<file path="src/rtl/vga_timing_gen.sv">
`default_nettype none
// ============================================================================
// Module   : vga_timing_gen
// Brief    : Parametrised VGA raster generator. It divides clk into a pixel
//            strobe and drives registered hsync/vsync/de and blanked colour.
//            Define VGA_TEST_PATTERN_EN to add pattern_sel (grey-bar override).
// Revision : 1.0
// ============================================================================
module vga_timing_gen #(
    parameter  int DIV      = 4,
    parameter  int H_ACTIVE = 640,
    parameter  int H_FP     = 16,
    parameter  int H_SYNC   = 96,
    parameter  int H_BP     = 48,
    parameter  int V_ACTIVE = 480,
    parameter  int V_FP     = 11,
    parameter  int V_SYNC   = 2,
    parameter  int V_BP     = 31,
    parameter  bit HS_POL   = 1'b1,
    parameter  bit VS_POL   = 1'b1,
    parameter  int CW       = 2,
    localparam int H_TOTAL  = H_ACTIVE + H_FP + H_SYNC + H_BP,
    localparam int V_TOTAL  = V_ACTIVE + V_FP + V_SYNC + V_BP,
    localparam int XW       = $clog2(H_TOTAL),
    localparam int YW       = $clog2(V_TOTAL)
) (
    input  logic          clk,
    input  logic          resetn,
`ifdef VGA_TEST_PATTERN_EN
    input  logic          pattern_sel,
`endif
    output logic          pix_ce,
    output logic [XW-1:0] x,
    output logic [YW-1:0] y,
    input  logic [CW-1:0] r_in,
    input  logic [CW-1:0] g_in,
    input  logic [CW-1:0] b_in,
    output logic          hsync,
    output logic          vsync,
    output logic          de,
    output logic [CW-1:0] r,
    output logic [CW-1:0] g,
    output logic [CW-1:0] b,
    output logic          frame_start
);

    localparam int DW = (DIV > 1) ? $clog2(DIV) : 1;

    localparam logic [DW-1:0] c_DIV_LAST   = DW'(DIV - 1);
    localparam logic [XW-1:0] c_X_LAST     = XW'(H_TOTAL - 1);
    localparam logic [YW-1:0] c_Y_LAST     = YW'(V_TOTAL - 1);
    localparam logic [XW-1:0] c_X_VIS_LAST = XW'(H_ACTIVE - 1);
    localparam logic [YW-1:0] c_Y_VIS_LAST = YW'(V_ACTIVE - 1);
    localparam logic [XW-1:0] c_HS_FIRST   = XW'(H_ACTIVE + H_FP);
    localparam logic [XW-1:0] c_HS_LAST    = XW'(H_ACTIVE + H_FP + H_SYNC - 1);
    localparam logic [YW-1:0] c_VS_FIRST   = YW'(V_ACTIVE + V_FP);
    localparam logic [YW-1:0] c_VS_LAST    = YW'(V_ACTIVE + V_FP + V_SYNC - 1);

    logic [DW-1:0] div_q, div_d;
    logic [XW-1:0] x_q, x_d;
    logic [YW-1:0] y_q, y_d;
    logic          hsync_q, hsync_d;
    logic          vsync_q, vsync_d;
    logic          de_q, de_d;
    logic          fs_q, fs_d;
    logic [CW-1:0] r_q, r_d;
    logic [CW-1:0] g_q, g_d;
    logic [CW-1:0] b_q, b_d;

    logic          w_pix_ce;
    logic          w_x_last;
    logic          w_y_last;
    logic          w_vis;
    logic          w_hs_act;
    logic          w_vs_act;
    logic [CW-1:0] w_r_src;
    logic [CW-1:0] w_g_src;
    logic [CW-1:0] w_b_src;

    assign w_pix_ce = (div_q == c_DIV_LAST);
    assign w_x_last = (x_q == c_X_LAST);
    assign w_y_last = (y_q == c_Y_LAST);

    // Inclusive upper bounds keep every constant inside the counter width.
    assign w_vis    = (x_q <= c_X_VIS_LAST) && (y_q <= c_Y_VIS_LAST);
    assign w_hs_act = (x_q >= c_HS_FIRST) && (x_q <= c_HS_LAST);
    assign w_vs_act = (y_q >= c_VS_FIRST) && (y_q <= c_VS_LAST);

`ifdef VGA_TEST_PATTERN_EN
    logic [CW-1:0] w_bar;

    // Grey bars four pixels wide: bar level is the column divided by four.
    assign w_bar   = x_q[CW+1:2];
    assign w_r_src = pattern_sel ? w_bar : r_in;
    assign w_g_src = pattern_sel ? w_bar : g_in;
    assign w_b_src = pattern_sel ? w_bar : b_in;
`else
    assign w_r_src = r_in;
    assign w_g_src = g_in;
    assign w_b_src = b_in;
`endif

    always_comb begin
        div_d   = w_pix_ce ? '0 : div_q + 1'b1;
        x_d     = x_q;
        y_d     = y_q;
        hsync_d = hsync_q;
        vsync_d = vsync_q;
        de_d    = de_q;
        r_d     = r_q;
        g_d     = g_q;
        b_d     = b_q;
        fs_d    = 1'b0;

        if (w_pix_ce) begin
            if (w_x_last) begin
                x_d = '0;
                y_d = w_y_last ? '0 : y_q + 1'b1;
            end else begin
                x_d = x_q + 1'b1;
            end

            hsync_d = w_hs_act ? HS_POL : !HS_POL;
            vsync_d = w_vs_act ? VS_POL : !VS_POL;
            de_d    = w_vis;
            r_d     = w_vis ? w_r_src : '0;
            g_d     = w_vis ? w_g_src : '0;
            b_d     = w_vis ? w_b_src : '0;
            fs_d    = (x_q == '0) && (y_q == '0);
        end
    end

    always_ff @(posedge clk) begin
        if (!resetn) begin
            div_q   <= '0;
            x_q     <= '0;
            y_q     <= '0;
            hsync_q <= !HS_POL;
            vsync_q <= !VS_POL;
            de_q    <= 1'b0;
            r_q     <= '0;
            g_q     <= '0;
            b_q     <= '0;
            fs_q    <= 1'b0;
        end else begin
            div_q   <= div_d;
            x_q     <= x_d;
            y_q     <= y_d;
            hsync_q <= hsync_d;
            vsync_q <= vsync_d;
            de_q    <= de_d;
            r_q     <= r_d;
            g_q     <= g_d;
            b_q     <= b_d;
            fs_q    <= fs_d;
        end
    end

    assign pix_ce      = w_pix_ce;
    assign x           = x_q;
    assign y           = y_q;
    assign hsync       = hsync_q;
    assign vsync       = vsync_q;
    assign de          = de_q;
    assign r           = r_q;
    assign g           = g_q;
    assign b           = b_q;
    assign frame_start = fs_q;

endmodule
`default_nettype wire

</file>
<file path="config.mk">
export PLATFORM = sky130hd
export DESIGN_NAME = vga_timing_gen
export DESIGN_NICKNAME = d
export VERILOG_FILES = /design/src/rtl/vga_timing_gen.sv
export SDC_FILE = /design/constraint.sdc
export NUM_CORES = 1
export LEC_CHECK = 0
export BUFFER_PORTS_ARGS = -buffer_cell sky130_fd_sc_hd__buf_2
export CAP_MARGIN = 15
export CORE_MARGIN = 2
export CORE_UTILIZATION = 55
export CTS_CLUSTER_DIAMETER = 60
export DETAILED_ROUTE_END_ITERATION = 16
export PLACE_DENSITY_LB_ADDON = 0.1
export SYNTH_ARGS = -nofsm -noshare
export SYNTH_HDL_FRONTEND = slang
export SYNTH_SLANG_ARGS = --single-unit
</file>
<file path="constraint.sdc">
create_clock -name clk -period 4.5 [get_ports clk]
set_input_delay 0.9 -clock clk [delete_from_list [all_inputs] [get_ports clk]]
set_output_delay 0.9 -clock clk [all_outputs]
set_load 0.005 [all_outputs]
</file>
; ---- After elaboration in Yosys (flattened, before gate mapping)
; Cells that the tools add are included.
[totals]
regBits = 32
input_bits = 8
elab_cells = 39
[classes]
bitwise = 1
mux = 7
addsub = 3
n_reduce_logical = 9
n_eq_ne = 3
order_cmp = 6
[op_table]
columns = operator, count
row1 = adder 10 x 1 -> 10 bit (second input constant), 2
row2 = equality test 10 bit (second input constant), 2
row3 = less-or-equal comparator 10 bit (second input constant), 2
row4 = less-or-equal comparator 10 x 9 -> 1 bit (second input constant), 2
row5 = logical NOT 10 bit, 2
row6 = 2-to-1 mux 10 bit, 2
row7 = >= comparator 10 bit (second input constant), 1
row8 = >= comparator 10 x 9 -> 1 bit (second input constant), 1
row9 = 2-to-1 mux 2 bit, 3
row10 = logical AND 1 bit, 4
row11 = AND reduction 2 bit, 2
row12 = adder 2 x 1 -> 2 bit (second input constant), 1
row13 = equality test 2 bit (second input constant), 1
row14 = 2-to-1 mux 1 bit, 2
row15 = OR reduction 2 bit, 1
row16 = inverter 1 bit, 1

; ---- Longest topological paths before layout
; Gate-level depths: netlist of the first run.
[depth]
word_depth = 3
ltp_mapped = 6
ltp_nobuf = 6

; ---- Least setup slack after synthesis of the first run
; OpenSTA, ideal clock, no wires.
[synth_timing]
path_type = reg-to-reg
startpoint = register y_q[2] (netlist: y[2])
endpoint = register y_q[2] (netlist: y[2])
slack_ns = 2.587
setup_time_ns = 0.131
arrival_ns = 1.783
path_stages_with_launch = 5
t_required_ns = 4.369
path_cell_list = dfxtp_1 > or4_1 > or4_4 > o21ai_1 > nor2_1
[synth_via]
elab_chain_len = 2
[synth_rtl]
columns = item, line
row1 = start: declaration, 61  ; logic [YW-1:0] y_q, y_d;
row2 = start signal: assignment, 148  ; y_q <= y_d;
row3 = adder 10 x 1 -> 10 bit / equality test 10 bit (equally long branches), "118, 82"
row4 = 2-to-1 mux 10 bit *, 118  ; y_d = w_y_last ? '0 : y_q + 1'b1;
; Every way passes the cells marked *; elsewhere a longest branch is shown, timed or not.
; A chain may end at the register's enable or synchronous reset.

; ---- Worst setup path after layout of the first run
[layout_timing]
startpoint = register div_q[0]
endpoint = output pix_ce
[layout_via]
elab_chain_len = 1
[layout_rtl]
columns = item, line
row1 = start: declaration, 59  ; logic [DW-1:0] div_q, div_d;
row2 = start signal: assignment, 146  ; div_q <= div_d;
row3 = equality test 2 bit, 80  ; assign w_pix_ce = (div_q == c_DIV_LAST);
row4 = end: declaration, 32  ; output logic pix_ce,
; No other way between the ends.

==> results by group, run 1 <==
Routing
  • Residual antenna-violating net count after detailed routing: 0
  • Average wire per standard cell: 14.11 µm
  • First-iteration detailed-routing DRC count: 32
  • Number of vias per cell: 5.818
  • First-pass DRT Iterations: 4
  • Total vias in the final route: between 1000 and 1500
  • Number of design rule violations left after detail routing: 0
  • Total routed wirelength: ~3300 µm

Hold path
  • Path class of the lowest-slack min-delay path: register to register

Power
  • Cell-internal power: 0.3613 mW
  • Total power draw: 0.4803 mW
  • Fraction of power consumed by combinational cells: 0.054
  • Portion of total power attributed to sequential cells: 0.609
  • Share of power burned in the clock network: 0.337
  • Leakage power total: roughly 0.8 nW
  • VDD IR-drop max: around 0.25 mV
  • Switching Fraction: 0.2478
  • Switching Power: 0.1190 mW
  • Power density normalized to cell area: roughly 280 nW/µm²

Clock network
  • Clk pin slew, worst setup/hold paths: 0.10 ns
  • Root cell of the clock tree: clkbuf_4
  • Clock buffer count from CTS: 5
  • Hold Buf Count CTS: 0
  • Clock latency on the worst-skew pair: around 0.34 ns
  • Number of setup buffers added after CTS: 0
  • Maximum count of clock buffers along a single path: 2
  • Depth of the CTS H-tree: 2
  • Quantity of gates resized following cts: 0
  • TritonCTS clock tree: built
  • Sinks on Clock Net: 32

Final layout
  • Final antenna diode count: 0
  • Final standard cell count with taps included and fillers excluded: 231
  • Fraction of final layout cells sized beyond drive strength 1: 0.2537
  • Fin util: 0.6942
  • Cell area after layout: approximately 1700 µm²
  • Final layout net count: 213
  • Synth-to-layout area growth: 17.64%
  • Top library cells by usage in the layout, fill and taps aside: 38 x buf_2, 32 x dfxtp_1, 11 x nand3_1, 11 x nand2_1, 8 x nor2_1
  • Most common library cell in the layout ignoring fill and taps: buf_2

Floorplanning
  • Core Box Area: ~2500 µm²
  • Boundary pin count: 39
  • Area enclosed by the die boundary: slightly above 3000 µm²
  • Initial core utilization: 0.5901
  • Die Ht: 55.79 µm
  • Width of the die: 55.79 µm
  • Placement row count: 18

Logic synthesis
  • Combined area of all synthesized cells: 1475 µm²
  • Number of register bits inferred by synthesis: 32
  • Synthesized netlist cell count: ~160
  • Count of flip-flops with a built-in enable after synthesis: 0
  • Average instance area after synthesis: 9.163 µm²
  • Share of async-settable or async-resettable flops after synthesis: 0
  • Post-synth net total: about 170
  • Share of cell area taken by muxes after synthesis: 0.01357
  • Area fraction in compound gates after synthesis: 0.1349
  • Simple-Gate Fraction of Synth Area: 0.2926
  • Post-Synth XOR/XNOR Area: 0.05344
  • Library cells used by synthesis: 40
  • Sequential cell area fraction in the yosys report: 0.4343
  • Dominant synthesized flop cell: dfxtp_1
  • Ys Warns: 0
  • Adder and majority gate portion of the synthesized area: 0.04241
  • Main combinational cell family by area after synthesis: simple AND/OR/NAND/NOR gates

STA
  • Final period util: 0.4963
  • Setup repair after global routing missed its margin: no
  • Count of final max-slew check failures: 0
  • Min cycle time layout: 2.234 ns
  • Max Freq: between 0.4 and 0.5 GHz
  • Sum of negative setup slack: 0 ns
  • Layout Skew: 0.006292 ns
  • Final worst-path setup slack: between 2 and 2.5 ns
  • Transition at the pin with the smallest max-transition slack: 0.8834 ns
  • Total count of hold-check failures in the final report: 0
  • Number of endpoints failing setup at the final stage: 0
  • Remaining max-slew budget at the tightest pin: 0.4110
  • Worst Hold Slack: 0.4288 ns

Placed design
  • Post-Place Cells: 223
  • Routability congestion estimate: 0.9639
  • Worst-case setup slack after placement: 2.194 ns
  • Detailed placer's ending HPWL: 2397 µm
  • Number of I/O port buffers: 38
  • Area post-placement: about 1700 µm²

Global route
  • Vias in the first global route: ~1100
  • Maximum number of pins on one net before global-route repair: 15
  • Residual overflow from global routing: 0
  • Global-route wire length before repair: 5347 µm
  • Gr usage total: 0.2174
  • Number of antenna violations at the first check in global routing: 0

Critical path
  • Crit Path Class: register to primary output
  • Worst setup EP type: primary output
  • Startpoint Class: register
  • Arr. time, crit path: 1.33 ns
  • WP data required: around 3.6 ns
  • Worst Path Max Fanout: 14

Run
  • Max-cap violations: 0

Status
  • Run status: finished clean
-- power by group through the flow --
stage / combinational, mW / clock (mW) / sequential [mW]
6_report: 0.0261 / 0.162 / 0.292
5_1_grt: 0.0293 / 0.177 / 0.293
4_1_cts: 0.0265 / 0.166 / 0.292
3_5_place_dp: 0.0266 / 0 / 0.299
3_3_place_gp: 0.0251 / 0 / 0.299
2_1_floorplan: 0.0148 / 0 / 0.299
-- synth_stat cells (all sizes together), types with 5 or more instances --
cell,n,area [µm²]
nand3,11,55.05
or4,6,48.80
a22o,6,52.55
nand4,5,31.28
clkbuf,5,18.77
or3,5,31.28
dfxtp,32,640.6
ha,5,62.56
o21ai,6,30.02
nor2,8,30.03
nand2,11,41.29
a21oi,6,30.03
inv,5,18.77
xor2,6,52.55
and3,5,31.28
-- cells by family (layout without fill, tap and decap cells) --
kind of cell / after synthesis / count (layout)
AOI/OAI and AO/OA: 29 / 29
xor gates and xnor gates: 9 / 9
adders and majority gates: 5 / 5
buffers and inverters: 11 / 51
DFF: 32 / 32
muxes: 2 / 2
and+or+nand+nor: 73 / 73
-- registers in the layout (all words and copies together), names as in the netlist --
register,flops
y,10
g,2
b,2
hsync,1
r,2
div_q,2
vsync,1
frame_start,1
de,1
x,10
-- cell type report --
cell class	count	area, µm²
multi-input combinational	118	792.0
clock inverter	3	18.77
timing repair buffer	38	190.2
fill	217	764.5
inverter	5	18.77
clock buffer	5	37.54
sequential	32	640.6
tap	30	37.54
-- layer usage --
| layer | share of wire | vias up | GRT usage | wire [µm] |
|---|---|---|---|---|
| li1 | - | 665 | - | - |
| met1 | 0.46 | 632 | 0.2930 | 1509 |
| met2 | 0.46 | 40 | 0.3299 | 1510 |
| met3 | 0.057 | 7 | 0.06512 | 187 |
| met4 | 0.016 | 0 | 0.07666 | 53 |
| met5 | 0 | - | 0 | 0 |
-- critical path, cell delays in order (launching register included) --
cell,delay [ns]
dfxtp_1,0.35
ha_1,0.45
buf_2,0.20
-- path summary, 6_finish.rpt --
check                           cells past startpoint  slack [ns]      from           to
worst max-delay path                                2        2.27  div_q[0]       pix_ce
worst min-delay path                                1        0.43  div_q[0]     div_q[0]
worst max register to register                      4        2.38      y[3]  frame_start
worst min register to register                      1        0.43  div_q[0]     div_q[0]
Note: power is estimated with default switching activity, not from simulation.
==> run 2, diff against run 1 <==
Settings changed: CORE_UTILIZATION 55 to 51.
Clock period 4.5 ns to 2.1 ns, I/O delays scaled along.
==> run 2 against run 1 <==
  * Sequential power rose by 110%
  * Cell area rose by 6.7%
  * Register-to-register slack got worse by 2.3 ns
  * Die area rose by 7.3%
  * First-iteration DRC count rose by 69%
  * Non-clock buffer count rose by 10
  * Flip-flop and latch count did not move
  * Wire length rose by 6.9%
  * Utilization fell by 2.3 points
==> results by group, run 2 (synthesized netlist as in run 1, its figures left out) <==
Routing
  • Number of design rule violations left after detail routing: 0
  • Total routed wirelength: 3485 µm
  • Residual antenna-violating net count after detailed routing: 0
  • Number of vias per cell: roughly 5.9
  • Average wire per standard cell: 14.40 µm
  • Total vias in the final route: ~1400
  • First-pass DRT Iterations: 4
  • First-iteration detailed-routing DRC count: 54

Clock network
  • Clk pin slew, worst setup/hold paths: 0.11 ns
  • Clock latency on the worst-skew pair: 0.34 ns
  • Root cell of the clock tree: clkbuf_4
  • Sinks on Clock Net: 32
  • Depth of the CTS H-tree: 2
  • Maximum count of clock buffers along a single path: 2
  • Clock buffer count from CTS: 5
  • TritonCTS clock tree: built
  • Number of setup buffers added after CTS: 0

Floorplanning
  • Die Ht: 57.78 µm
  • Width of the die: 57.78 µm
  • Initial core utilization: 0.5349
  • Core Box Area: ~2800 µm²
  • Boundary pin count: 39
  • Area enclosed by the die boundary: 3339 µm²
  • Placement row count: 19

Placed design
  • Number of I/O port buffers: 38
  • Routability congestion estimate: about 0.89
  • Post-Place Cells: 234
  • Worst-case setup slack after placement: just under 0.05 ns
  • Detailed placer's ending HPWL: 2563 µm

Global route
  • Residual overflow from global routing: 0
  • GRT met1 Usage: 0.2669
  • Number of antenna violations at the first check in global routing: 0
  • Vias in the first global route: 1240
  • GRT busiest layer: met2
  • Met2 global-route usage: 0.3653
  • Gr usage total: 0.2206
  • Global-route wire length before repair: ~5700 µm
  • Global routing met3 resource utilization: 0.07143
  • Maximum number of pins on one net before global-route repair: 14

Critical path
  • Stage delay of the slowest cell on the critical path: 0.51 ns
  • Startpoint Class: register
  • Arr. time, crit path: 2.22 ns
  • Slowest stage cell, crit path: or4_1
  • Critical path cell sequence: or4_1 > or4_1 > or4_1 > nor4_2
  • Worst setup EP type: register
  • Worst Path Max Fanout: 6
  • Worst R2R Setup Slack: 0.12 ns
  • Start of the worst register-to-register path: x[9]
  • Critical path buffer and inverter count: 0
  • Depth of the most critical reg-to-reg path: 4
  • Kind of cell with the highest combined delay on the critical path: simple AND/OR/NAND/NOR gates
  • Crit Path Class: register to register
  • Worst setup path startpoint: x[9]
  • Cell with the most instances on the worst path: or4_1
  • Number of gates on the worst path with buffers counted: 4
  • Critical path endpoint: frame_start
  • End of the worst register-to-register path: frame_start
  • WP data required: 2.34 ns

Power
  • VDD IR-drop max: 0.8132 mV
  • Leakage power total: 0.8601 nW
  • Power density normalized to cell area: 659.1 nW/µm²

Final layout
  • Filler cells: ~250
  • Most common library cell in the layout ignoring fill and taps: buf_2
  • Footprint of the multi-input gates: 792.0 µm²
  • Area taken by flip-flops and latches: 641.9 µm²
  • Final layout net count: 223
  • Synth-to-layout area growth: 25.53%
  • Top library cells by usage in the layout, fill and taps aside: 38 x buf_2, 31 x dfxtp_1, 11 x nand3_1, 11 x nand2_1, 10 x buf_4
  • Final standard cell count with taps included and fillers excluded: 242
  • Fraction of final layout cells sized beyond drive strength 1: 0.2938
  • Final antenna diode count: 0

STA
  • Total count of hold-check failures in the final report: 0
  • Final worst-path setup slack: between 0.1 and 0.15 ns
  • Max Freq: 0.5051 GHz
  • Count of final max-slew check failures: 0
  • Remaining max-slew budget at the tightest pin: 0.6337
  • Min cycle time layout: 1.980 ns
  • Layout Skew: 0.01641 ns
  • Final period util: 0.9427
  • Transition at the pin with the smallest max-transition slack: roughly 0.55 ns
  • Sum of negative setup slack: 0 ns
  • Setup repair after global routing missed its margin: no
  • Number of endpoints failing setup at the final stage: 0

Status
  • Run status: finished clean

Hold path
  • Path class of the lowest-slack min-delay path: input port to register

Run
  • Max-cap violations: 0
-- run 2: what timing repair did --
| action | CTS | global route |
|---|---|---|
| hold buffers | 0 | 0 |
| resized for setup | 0 | 1 |
| endpoints found under the setup margin | 0 | 1 |
-- run 2: report_power, final --
group          leakage [nW]  switching (mW)  internal (mW)  total [mW]
sequential            0.259         0.00665          0.620       0.626
clock                0.0515           0.219          0.316       0.535
combinational         0.549          0.0300         0.0289      0.0588
-- run 2: cell type report --
| type | count | area share |
|---|---|---|
| Clock buffer | 7 | 0.03514 |
| Clock inverter | 1 | 0.01622 |
| Inverter | 5 | 0.01014 |
| Multi-Input combinational cell | 118 | 0.4277 |
| Sequential cell | 32 | 0.3466 |
| Tap cell | 31 | 0.02095 |
| Timing Repair Buffer | 48 | 0.1432 |
-- run 2: how the worst min path moves through the flow --
stage | startpoint | endpoint | slack (ns) | cells past startpoint
after detailed placement | div_q[0] | div_q[0] | 0.42 | 1
after global routing | b_in[1] | b[1] | 0.28 | 2
after floorplan | div_q[0] | div_q[0] | 0.40 | 1
after CTS | g_in[0] | g[0] | 0.28 | 2
final | b_in[0] | b[0] | 0.28 | 2
after global placement | div_q[0] | div_q[0] | 0.41 | 1
-- run 2: routing by layer --
| layer | vias up | wire, µm | share of wire |
|---|---|---|---|
| met5 | - | 0 | 0 |
| li1 | 682 | - | - |
| met4 | 0 | 45 | 0.013 |
| met2 | 42 | 1705 | 0.49 |
| met1 | 691 | 1521 | 0.44 |
| met3 | 6 | 211 | 0.061 |
-- run 2: stage by stage --
step | total power [mW] | hold slack [ns] | cell area, µm² | utilization
floorplan | 0.6722 | 0.3984 | 1475 | -
global placement | 0.6971 | 0.4075 | 1755 | 0.6366
detailed placement | 0.6998 | 0.4173 | 1755 | 0.6366
CTS | 1.226 | 0.2790 | 1851 | 0.6711
global route | 1.264 | 0.2767 | 1852 | 0.6715
finish | 1.221 | 0.2823 | 1852 | 0.6715
